File: src/rtl/rv32_mem_pkg.sv
// Shared MEM-stage definitions: opcodes, funct3 encodings, LSU FSM states
// and the store lane/data formatter.
package rv32_mem_pkg;

  localparam logic [6:0] OP_LOAD  = 7'b0000011;
  localparam logic [6:0] OP_STORE = 7'b0100011;

  typedef enum logic [2:0] {
    LB  = 3'b000,
    LH  = 3'b001,
    LW  = 3'b010,
    LBU = 3'b100,
    LHU = 3'b101
  } ld_funct3_t;

  typedef enum logic [2:0] {
    SB = 3'b000,
    SH = 3'b001,
    SW = 3'b010
  } st_funct3_t;

  typedef enum logic [1:0] {
    S_IDLE,
    S_REQ,
    S_WAIT
  } lsu_state_t;

  typedef struct packed {
    logic [3:0]  be;
    logic [31:0] wdata;
  } st_lanes_t;

  // Byte enables and lane-replicated write data; loads read the full word.
  // Halfword ignores a[0], word ignores a[1:0].
  function automatic st_lanes_t store_lanes(input logic        is_store,
                                            input logic [2:0]  f3,
                                            input logic [1:0]  a,
                                            input logic [31:0] rs2);
    st_lanes_t l;
    l.be    = 4'b1111;
    l.wdata = '0;
    if (is_store) begin
      case (f3)
        SB: begin
          l.be    = 4'b0001 << a;
          l.wdata = {4{rs2[7:0]}};
        end
        SH: begin
          l.be    = 4'b0011 << {a[1], 1'b0};
          l.wdata = {2{rs2[15:0]}};
        end
        default: begin
          l.be    = 4'b1111;
          l.wdata = rs2;
        end
      endcase
    end
    return l;
  endfunction

endpackage

File: src/rtl/mem_stage_lsu_load_extend.sv
// Load data extract: picks the byte/halfword lane from the read word and
// sign- or zero-extends it according to funct3.
module load_extend
  import rv32_mem_pkg::*;
(
  input  logic [31:0] rdata_i,
  input  logic [1:0]  addr_lo_i,
  input  logic [2:0]  funct3_i,
  output logic [31:0] data_o
);

  logic [7:0]  byte_sel;
  logic [15:0] half_sel;

  // Lane select, then extension by access type.
  always_comb begin
    case (addr_lo_i)
      2'd0:    byte_sel = rdata_i[7:0];
      2'd1:    byte_sel = rdata_i[15:8];
      2'd2:    byte_sel = rdata_i[23:16];
      default: byte_sel = rdata_i[31:24];
    endcase
    half_sel = addr_lo_i[1] ? rdata_i[31:16] : rdata_i[15:0];
    case (funct3_i)
      LB:      data_o = {{24{byte_sel[7]}}, byte_sel};
      LH:      data_o = {{16{half_sel[15]}}, half_sel};
      LBU:     data_o = {24'd0, byte_sel};
      LHU:     data_o = {16'd0, half_sel};
      default: data_o = rdata_i;
    endcase
  end

endmodule

File: src/rtl/mem_stage_lsu.sv
// MEM-stage load/store unit: decodes the MEM-slot instruction, runs the
// req/gnt/rvalid data bus handshake, stalls upstream while an access is
// outstanding and aborts with bus_err_o after TIMEOUT_CYC cycles.
// Optional macro MISALIGN_TRAP_EN: trap misaligned halfword/word accesses.
module mem_stage_lsu
  import rv32_mem_pkg::*;
#(
  parameter int unsigned TIMEOUT_CYC = 64,
  parameter int unsigned CNT_W       = 7
) (
  input  logic        clk,
  input  logic        rst,
  input  logic [31:0] inst_mem_i,
  input  logic [31:0] alu_mem_i,
  input  logic [31:0] rs2_mem_i,
  input  logic        memrw_mem_i,
  input  logic        regwen_mem_i,
  output logic        dmem_req_o,
  output logic        dmem_we_o,
  output logic [31:0] dmem_addr_o,
  output logic [3:0]  dmem_be_o,
  output logic [31:0] dmem_wdata_o,
  input  logic        dmem_gnt_i,
  input  logic        dmem_rvalid_i,
  input  logic [31:0] dmem_rdata_i,
  output logic        stall_o,
  output logic [31:0] load_data_o,
  output logic        regwen_o,
  output logic        bus_err_o,
  output logic        misalign_o
);

  lsu_state_t       state_q, state_d;
  logic [CNT_W-1:0] cnt_q, cnt_d;
  logic [31:0]      load_data_q;
  logic             regwen_q;

  logic [6:0]  opcode;
  logic [2:0]  f3;
  logic        is_load, is_store, mem_op, mis_trap, active;
  logic        req, done, timeout, cnt_hit;
  logic [31:0] ld_ext;
  st_lanes_t   lanes;
  logic        unused_inst;

  assign opcode      = inst_mem_i[6:0];
  assign f3          = inst_mem_i[14:12];
  assign unused_inst = ^{inst_mem_i[31:15], inst_mem_i[11:7]};

  assign is_load  = (opcode == OP_LOAD) && (f3 inside {LB, LH, LW, LBU, LHU});
  assign is_store = (opcode == OP_STORE) && memrw_mem_i && (f3 inside {SB, SH, SW});
  assign mem_op   = is_load | is_store;

`ifdef MISALIGN_TRAP_EN
  logic misalign_q;

  // Halfword needs a[0]=0, word needs a[1:0]=0; loads and stores share codes.
  assign mis_trap = mem_op &&
                    (((f3[1:0] == 2'b01) && alu_mem_i[0]) ||
                     ((f3[1:0] == 2'b10) && (alu_mem_i[1:0] != 2'b00)));

  // One-cycle registered trap flag, aligned with the suppressed regwen_o.
  always_ff @(posedge clk or posedge rst) begin
    if (rst) misalign_q <= 1'b0;
    else     misalign_q <= mis_trap;
  end

  assign misalign_o = misalign_q;
`else
  assign mis_trap   = 1'b0;
  assign misalign_o = 1'b0;
`endif

  // Reset gates the combinational bus/stall outputs so they drop immediately.
  assign active  = !rst && mem_op && !mis_trap;
  assign cnt_hit = (cnt_q == CNT_W'(TIMEOUT_CYC - 1));

  // Next-state, wait counter and handshake decode.
  always_comb begin
    state_d = state_q;
    cnt_d   = cnt_q;
    req     = 1'b0;
    done    = 1'b0;
    timeout = 1'b0;
    unique case (state_q)
      S_IDLE: begin
        cnt_d = '0;
        if (active) begin
          req     = 1'b1;
          state_d = S_REQ;
        end
      end
      S_REQ: begin
        cnt_d = cnt_q + CNT_W'(1);
        req   = 1'b1;
        if (dmem_gnt_i && dmem_rvalid_i) begin
          done    = 1'b1;
          state_d = S_IDLE;
        end else if (cnt_hit) begin
          timeout = 1'b1;
          req     = 1'b0;
          state_d = S_IDLE;
        end else if (dmem_gnt_i) begin
          state_d = S_WAIT;
        end
      end
      S_WAIT: begin
        cnt_d = cnt_q + CNT_W'(1);
        if (dmem_rvalid_i) begin
          done    = 1'b1;
          state_d = S_IDLE;
        end else if (cnt_hit) begin
          timeout = 1'b1;
          state_d = S_IDLE;
        end
      end
      default: state_d = S_IDLE;
    endcase
  end

  assign lanes = store_lanes(is_store, f3, alu_mem_i[1:0], rs2_mem_i);

  load_extend u_load_extend (
    .rdata_i   (dmem_rdata_i),
    .addr_lo_i (alu_mem_i[1:0]),
    .funct3_i  (f3),
    .data_o    (ld_ext)
  );

  assign dmem_req_o   = req;
  assign dmem_we_o    = req & is_store;
  assign dmem_addr_o  = req ? {alu_mem_i[31:2], 2'b00} : '0;
  assign dmem_be_o    = req ? lanes.be : '0;
  assign dmem_wdata_o = req ? lanes.wdata : '0;
  assign stall_o      = active & !done & !timeout;
  assign bus_err_o    = timeout;

  // FSM state, wait counter, load result and the MEM/WB write enable.
  always_ff @(posedge clk or posedge rst) begin
    if (rst) begin
      state_q     <= S_IDLE;
      cnt_q       <= '0;
      load_data_q <= '0;
      regwen_q    <= 1'b0;
    end else begin
      state_q  <= state_d;
      cnt_q    <= cnt_d;
      regwen_q <= regwen_mem_i & !stall_o & !timeout & !mis_trap;
      if (timeout) begin
        load_data_q <= '0;
      end else if (done && is_load) begin
        load_data_q <= ld_ext;
      end
    end
  end

  assign load_data_o = load_data_q;
  assign regwen_o    = regwen_q;

endmodule
File: config.mk
export PLATFORM = sky130hd
export DESIGN_NAME = mem_stage_lsu
export DESIGN_NICKNAME = d
export VERILOG_FILES = /design/src/rtl/rv32_mem_pkg.sv /design/src/rtl/mem_stage_lsu_load_extend.sv /design/src/rtl/mem_stage_lsu.sv
export SDC_FILE = /design/constraint.sdc
export NUM_CORES = 1
export LEC_CHECK = 0
export CORE_MARGIN = 1.5
export CORE_UTILIZATION = 32
export DETAILED_ROUTE_END_ITERATION = 8
export HOLD_SLACK_MARGIN = 0.1
export PLACE_DENSITY_LB_ADDON = 0.15
export SYNTH_ARGS = -nofsm -noshare
export SYNTH_HDL_FRONTEND = slang
export SYNTH_SLANG_ARGS = --single-unit
File: constraint.sdc
create_clock -name clk -period 2.5 [get_ports clk]
set_input_delay 0.375 -clock clk [delete_from_list [all_inputs] [get_ports clk]]
set_output_delay 0.375 -clock clk [all_outputs]
set_load 0.03 [all_outputs]
After elaboration in Yosys (flattened, before gate mapping)

Index checks and enable logic that the tools add are counted.
Widths: inputs -> output; s select.

Add/sub/neg operators: 1
Multipliers: 0
Divide/modulo/power cells: 0
Order comparisons: 0
Eq/ne operators: 14
Shifts and indexed selects: 2
Muxes and demuxes: 29
Bitwise gates (word level): 6
Reductions and logical operators: 19

Operators with widths:

| cell                | count |
|---|---|
| $mux 32             | 4 |
| $pmux 32 s4         | 1 |
| $pmux 36 s2         | 1 |
| $mux 36             | 1 |
| $pmux 8 s3          | 1 |
| $mux 16             | 1 |
| $eq 7x6->1 const B  | 2 |
| $pmux 7 s2          | 1 |
| $mux 2              | 6 |
| $mux 1              | 8 |
| $add 7x1->7 const B | 1 |
| $eq 7x2->1 const B  | 1 |
| $eq 3x3->1 const B  | 2 |
| $logic_and 1x1->1   | 6 |
| $pmux 1 s2          | 3 |
| $pmux 2 s3          | 1 |
| $and 1x1->1         | 5 |
| $reduce_bool 5->1   | 1 |
| $eq 2x1->1 const B  | 2 |
| $eq 2x2->1 const B  | 2 |
| $logic_not 1->1     | 4 |
| $logic_not 2->1     | 2 |
| $mux 4              | 1 |
| $ne 4x4->1 const B  | 1 |
| 12 further kinds    | 13 |

Flip-flop bits (word level): 42
Latch bits: 0
RAM bits: 0
Bits in read-only memories: 0
Input port bits: 134
Output and inout port bits: 106
Word-level logic and storage cells: 75
Memories: 0

Logic depth before layout (Yosys ltp)

Word-level depth: 10
Gate-level depth with buffers: 9
Mapped depth without buffers: 7

Modules after synthesis

Synthesis repeated with hierarchy kept, for this count alone.

Cells, all modules: 495
Area total of the unflattened synthesis: 3,563.4 um2

By module, submodules not included:

| module        | times used | cells each | area each (um2) | seq. area each (um2) |
|---|---|---|---|---|
| mem_stage_lsu | 1          | 364        | 2,840.2         | 1,051.0 |
| load_extend   | 1          | 131        | 723.2           | 0.0 |

Worst setup path after synthesis

OpenSTA, ideal clock, no wires.

Path type: input port to output port
Start point: input rst
End point: output dmem_wdata_o[24]
Arrival: 3.309 ns
Required time: 2.125 ns
Path slack: -1.184 ns
Cell stages on the path: 4
Buffers on the path: 0
Cells stage by stage: inv_1 o2111a_1 a22oi_2 a2111oi_0

Cells in the longest elaborated chain, start to end: 5

Ends and longest elaborated chain:

| what                      | RTL line             | RTL |
|---|---|---|
| from (decl)               | mem_stage_lsu.sv:12  | `input logic rst,` |
| $logic_not 1->1 (no line) | --                   |  |
| $logic_and 1x1->1         | mem_stage_lsu.sv:75  | `assign active = !rst && mem_op && !mis_trap;` |
| $mux 1                    | mem_stage_lsu.sv:88  | `if (active) begin` |
| $pmux 1 s2                | mem_stage_lsu.sv:85  | `unique case (state_q)` |
| $mux 32                   | mem_stage_lsu.sv:134 | `assign dmem_wdata_o = req ? lanes.wdata : '0;` |
| to (decl)                 | mem_stage_lsu.sv:22  | `output logic [31:0] dmem_wdata_o,` |

No other way between the ends.

Worst setup path in the final report

Start point: register cnt_q[0]
End point: output dmem_wdata_o[21]

Cells in the longest elaborated chain, start to end: 5

Ends and longest elaborated chain:

| what                   | RTL line             | RTL |
|---|---|---|
| from (decl)            | mem_stage_lsu.sv:34  | `logic [CNT_W-1:0] cnt_q, cnt_d;` |
| from (signal assigned) | mem_stage_lsu.sv:147 | `cnt_q <= cnt_d;` |
| $eq 7x6->1             | mem_stage_lsu.sv:76  | `assign cnt_hit = (cnt_q == CNT_W'(TIMEOUT_CYC - 1));` |
| $mux 1                 | mem_stage_lsu.sv:99  | `end else if (cnt_hit) begin` |
| $mux 1                 | mem_stage_lsu.sv:96  | `if (dmem_gnt_i && dmem_rvalid_i) begin` |
| $pmux 1 s2             | mem_stage_lsu.sv:85  |  |
| $mux 32                | mem_stage_lsu.sv:134 |  |

No other way between the ends.

==> impl_metrics.py <==
metrics = {
    "logic_synthesis": {
        "synth.avg_cell_area_sq_um": 8.96,
        "yosysWarnings": 0,
        "seq_area_frac_synth_pct": 31.0,
        "synth_edf_count": 0,
        "synth_cell_types": 55,
        "async_flop_share_pct": 100,
        "netlist_instances": 378,
        "syn_area_sq_mm": 0.00339,
        "synthFlopType": "dfrtp_1",
        "synth.ff_latch_count": 42,
    },
    "worst_setup_path": {
        "slowest_stage": "dfrtp_1",
        "rr_startpoint": "state_q[0]$_DFFE_PP0P_",
        "cpPeakStageDelay_ps": 380,
        "crit_start": "cnt_q[0]$_DFFE_PP0P_",
        "path_delay_family": "buffers and inverters",
        "cp-endpoint": "dmem_wdata_o[21]",
        "crit_fanout": 9,
        "cp-end-kind": "output pin",
        "arrival_ps": 2130,
        "timing.rr.end": "load_data_o[3]$_DFFE_PP0P_",
        "path_cells": "ha_2, nand3_4, nor3_4, a21boi_2, a22oi_2, buf_12, clkbuf_16, nor3_2, buf_4",
        "rrSetupSlack_ps": 500,
        "required_ps": 2120,
        "cp-start-kind": "flop",
        "timing.critical_path.buf_inv": 3,
        "worst-path-stages": 9,
        "critPathKind": "flop to output pin",
        "rr_worst_depth": 8,
    },
    "final_layout": {
        "design_area_sq_mm": 0.00648,
        "antenna_cells": 0,
        "layout-drive-gt1-share_pct": 31.4,
        "syn2layout_area_growth_pct": 91.4,
        "nets": 761,
    },
    "cts": {
        "root_buffer": "clkbuf_8",
        "clock-sinks": 42,
        "clk_pin_slew_ps": 80,
        "postCtsHoldBufs": 0,
        "cts_tree": "yes",
        "cts_max_level": 2,
        "clock_path_buffers": 2,
        "insertion_delay_ps": 300,
        "cts_buffers": 5,
    },
    "route": {
        "num_vias": 3894,
        "ant_nets": 0,
        "routedWlPerCell_um": 18.6,
        "via_per_inst": 5.14,
        "wl_mm": 14.1,
        "first_iter_violations": 252,
        "drc": 0,
        "dr.pass1.iters": 4,
    },
    "sta": {
        "fin_ws_ps": -3.44,
        "finalClockSkew_ps": 7.28,
        "final.min_clock_period_ps": 2500,
        "rsz0062_at_grt": "yes",
        "holdWs_ps": 492,
        "slew_headroom_pct": 58.1,
        "setup_violations": 1,
        "final.period_utilization_pct": 100,
        "final_hold_viol_count": 0,
        "worst_slew_pin_slew_ps": 627,
        "drv_slew": 0,
        "fmax_mhz": 399,
    },
    "floorplanning": {
        "start_util_pct": 33.0,
        "fp.dieH_um": 106,
        "die-width_um": 106,
        "rows": 37,
        "die_area_sq_mm": 0.0112,
        "io_pins": 240,
        "core_sq_mm": 0.0103,
    },
    "global_routing": {
        "antenna_found_initial": 0,
        "gr-total-overflow": 0,
        "grt_max_degree": 43,
        "grt_usage_pct": 23.8,
        "grt_pass1_wl_mm": 21.0,
        "grt_pass1_vias": 3827,
    },
    "placed_design": {
        "place_hpwl_mm": 10.3,
        "place_ws_ps": -109,
        "gp_congestion": 0.871,
        "dpl_cell_area_sq_mm": 0.00584,
        "io_buffers": 214,
    },
    "outcome": {
        "outcome": "finished with violations",
        "violations": "setup timing",
    },
    "power": {
        "p_total_uw": 2240,
        "peakVddDrop_mv": 0.359,
        "p_leak_uw": 0.00277,
        "cellPowerDensity_mw_per_mm2": 345,
    },
    "run": {
        "maxCapViolCount": 0,
    },
    "worst_hold_path": {
        "min_from": "load_data_o[0]$_DFFE_PP0P_",
        "min_path_type": "flop to flop",
    },
}
-- logic make-up after synthesis --
logic type,share of synthesized area [%]
other cells,0.111
xor+xnor,0.517
flops,31.0
compound gates,28.4
fa+ha+maj,1.85
simple gates,22.5
mux,7.76
buf+inv,7.76
-- worst register-to-register path, stage by stage (launching register included) --
cell and delay, ps:
dfrtp_1 450, inv_1 90, ha_2 440, nand2_1 100
nor2_1 160, nand3_1 110, and2_1 200, buf_12 180
o2bb2ai_1 160
-- worst min path at each step --
stage | endpoint | cells past startpoint
6_report | load_data_o[0]$_DFFE_PP0P_ | 1
5_1_grt | load_data_o[7]$_DFFE_PP0P_ | 1
4_1_cts | load_data_o[0]$_DFFE_PP0P_ | 1
3_5_place_dp | load_data_o[28]$_DFFE_PP0P_ | 1
3_3_place_gp | load_data_o[9]$_DFFE_PP0P_ | 1
2_1_floorplan | cnt_q[0]$_DFFE_PP0P_ | 1
-- power by group --
| part | internal, uW | leakage (uW) | total, uW | switching, uW |
|---|---|---|---|---|
| Clock | 320 | 0.0000573 | 556 | 236 |
| Combinational | 489 | 0.00212 | 985 | 496 |
| Sequential | 687 | 0.000584 | 695 | 8.52 |
| Total | 1500 | 0.00277 | 2240 | 741 |
-- Yosys cell counts, types with 4 or more instances --
cell type   n  share of area, %
a22oi_1     7               1.6
mux2i_1    24               7.1
nor2b_1    42               7.8
clkbuf_1   10               1.1
buf_6       6               2.0
buf_4       4              0.89
o2bb2ai_2  10               4.4
nor2_1     42               4.7
ha_1        5               1.8
buf_2      18               2.7
nor3_1     18               2.7
o21ai_0     8               1.2
a221oi_1    8               2.1
nand2_1    23               2.5
and2_1      4              0.74
a21o_1      9               2.0
a21oi_1    10               1.5
o2bb2ai_1  29               7.5
inv_1       9               1.0
a31oi_1     4              0.74
dfrtp_1    42                31
-- metal layers --
layer  share of wire (%)  global-route usage [%]
met4                 2.4                    6.95
met1                  37                    26.5
met2                  53                    44.5
met5                   0                       0
met3                 7.0                    5.50
-- layout make-up --
| class | count | area [sq um] |
|---|---|---|
| tap | 136 | 170 |
| fill | 850 | 3800 |
| multi-input combinational | 290 | 2390 |
| sequential | 42 | 1050 |
| clock buffer | 6 | 82.6 |
| timing repair buffer | 273 | 2720 |
| clock inverter | 1 | 30.0 |
| inverter | 10 | 41.3 |
-- sequential cells by signal, indices dropped and copies added (netlist names) --
register and cells:
regwen_o 1, load_data_o 32, cnt_q 7, state_q 2
-- cells in the final DEF, fill, tap and decap left out, types with 3 or more instances in the layout --
cell type and instances:
nor2b_1 42, a31oi_2 3, a21oi_1 10, buf_4 100
nor2_1 42, o21ai_0 8, o2bb2ai_1 29, nand2_1 23
mux2i_1 24, nor3_2 10, nor3_4 7, dfrtp_1 42
o2bb2ai_2 10, a221oi_1 8, inv_1 7, dlygate4sd2_1 5
clkbuf_8 6, clkdlybuf4s50_1 135, a2111oi_4 7, conb_1 3
and2_1 3, buf_6 9, a21o_1 9, buf_12 12
a22oi_1 7, nand2b_1 3, clkbuf_16 4
-- through the flow --
stage	TNS [ps]	instances	util, %
final	-3.44	758	63.1
after global routing	-1390	758	63.1
after CTS	-1.23	749	60.8
after detailed placement	-2740	732	56.9
after global placement	-1680	732	56.9
after floorplan	-917	380	-
-- repair_timing --
item,4_1_cts,5_1_grt
cloned,3,4
resized for setup,33,23
buffers inserted,7,6
endpoints found under the setup margin,68,67
pin swaps,9,8
Note: power is estimated with default switching activity, not from simulation.
==> edit, RTL diff (same flow settings) <==
The option `MISALIGN_TRAP_EN` is turned on by a define.
--- a/src/rtl/mem_stage_lsu.sv
+++ b/src/rtl/mem_stage_lsu.sv
@@ -4,2 +4,4 @@
 // Optional macro MISALIGN_TRAP_EN: trap misaligned halfword/word accesses.
+`define MISALIGN_TRAP_EN
+
 module mem_stage_lsu
Check against the original RTL: not equivalent (a bounded check fails within 4 cycles, from zero or initial values and one cycle with rst high).
==> edit against the original RTL <==
- the run still ends with setup timing left
- wire length is 2.1% lower
- sequential cell count rose by 1
- area after synthesis grew 6.2%
- global-route usage fell by 1.4 points
- setup slack lost 0.057 ns
- synthesized cell count up 1.6%
- design area grew 7.6%
- power grew 7.9%
- critical endpoint is now dmem_wdata_o[29]
- largest cell class unchanged
==> edit: results (changes against the original RTL) <==
fillers=899 (was 850); Placement Setup Slack=-0.307 ns (was -0.109 ns); worst setup margin=-0.0607 ns (was -0.00344 ns); post-DP HPWL=9980 um (was 10300 um); Commonest cells post-synth=55 x nor2b_1, 43 x dfrtp_1, 40 x mux2i_1 (was 42 x dfrtp_1, 42 x nor2_1, 42 x nor2b_1); count of cell types in the netlist=60 (was 55); status=complete, but fails checks (unchanged); Avg Inst Size Synth=9.36 um2 (was 8.96 um2); CTS Sinks=43 (was 42); FF-to-FF path depth=6 (was 8); GRT met1 Usage=0.279 (was 0.265); number of vias per cell=5.16 (was 5.14); Power, Total=2.41 mW (was 2.24 mW); worst r2r dst=load_data_o[1] (was load_data_o[3]); IO buf count=215 (was 214); Flop pwr share=0.301 (was 0.311); Comb power=1.24 mW (was 985 uW); worst setup path end=dmem_wdata_o[29] (was dmem_wdata_o[21]); final setup fails=9 (was 1); clk_skew=0.0104 ns (was 0.00728 ns); CP max FO=5 (was 9); met2 usage=0.399 (was 0.445); Reg2Reg Setup Slack=0.22 ns (was 0.50 ns); Reg area=1080 um2 (was 1050 um2); Setup TNS=-0.273 ns (was -0.00344 ns); failing checks=setup timing (unchanged); CP Data Arrival Time=2.19 ns (was 2.13 ns); largest net degree at the start of global routing=45 (was 43); hold endpoint=load_data_o[24] (was load_data_o[0])
[edit: cell count changes in the layout (fill, tap and decap cells not counted), sizes merged, moves of 9 or more]
cell | before | now
mux2i | 24 | 40
nor3b | 0 | 9
a21o | 9 | 0
nor2b | 42 | 55
o2bb2ai | 39 | 20
nand2 | 23 | 13
nor2 | 44 | 21
nand2b | 3 | 12
buf | 125 | 143
[edit: final cells by class]
cell class | count | share of cell area
clock buffer | 6 | 0.0104
timing repair buffer | 283 | 0.404
inverter | 8 | 0.00484
tap | 140 | 0.0251
clock inverter | 2 | 0.00179
sequential | 43 | 0.154
multi-input combinational | 300 | 0.400
[edit: cells by family (layout without fill, tap and decap cells)]
family	count (synthesis)	count (layout)	share of synthesized area
DFF	43	43	0.299
xor gates and xnor gates	2	2	0.00487
AOI/OAI and AO/OA	87	87	0.216
muxes	49	49	0.143
adders and majority gates	5	5	0.0174
and+or+nand+nor	155	155	0.259
other	1	2	0.00104
buffers and inverters	42	299	0.0605
[edit: critical path: stages]
cell and delay, ns:
clkdlybuf4s15_2 0.20, nand4bb_4 0.22, a2111oi_4 0.34, a41oi_4 0.20
buf_6 0.16, buf_8 0.12, buf_12 0.13, a2111oi_4 0.20
buf_4 0.22
[edit: what timing repair did]
action / in CTS / in global routing
hold buffers: 0 / 0
gates resized for setup: 89 / 33
pin swaps: 9 / 16
endpoints found under the setup margin: 69 / 65
gates cloned: 4 / 2
buffers inserted: 13 / 5
[edit: metal layers]
layer	vias to the layer above	wire, um
met2	151	7310
met4	0	143
met5	-	0
met3	15	758
li1	1925	-
met1	1948	5610
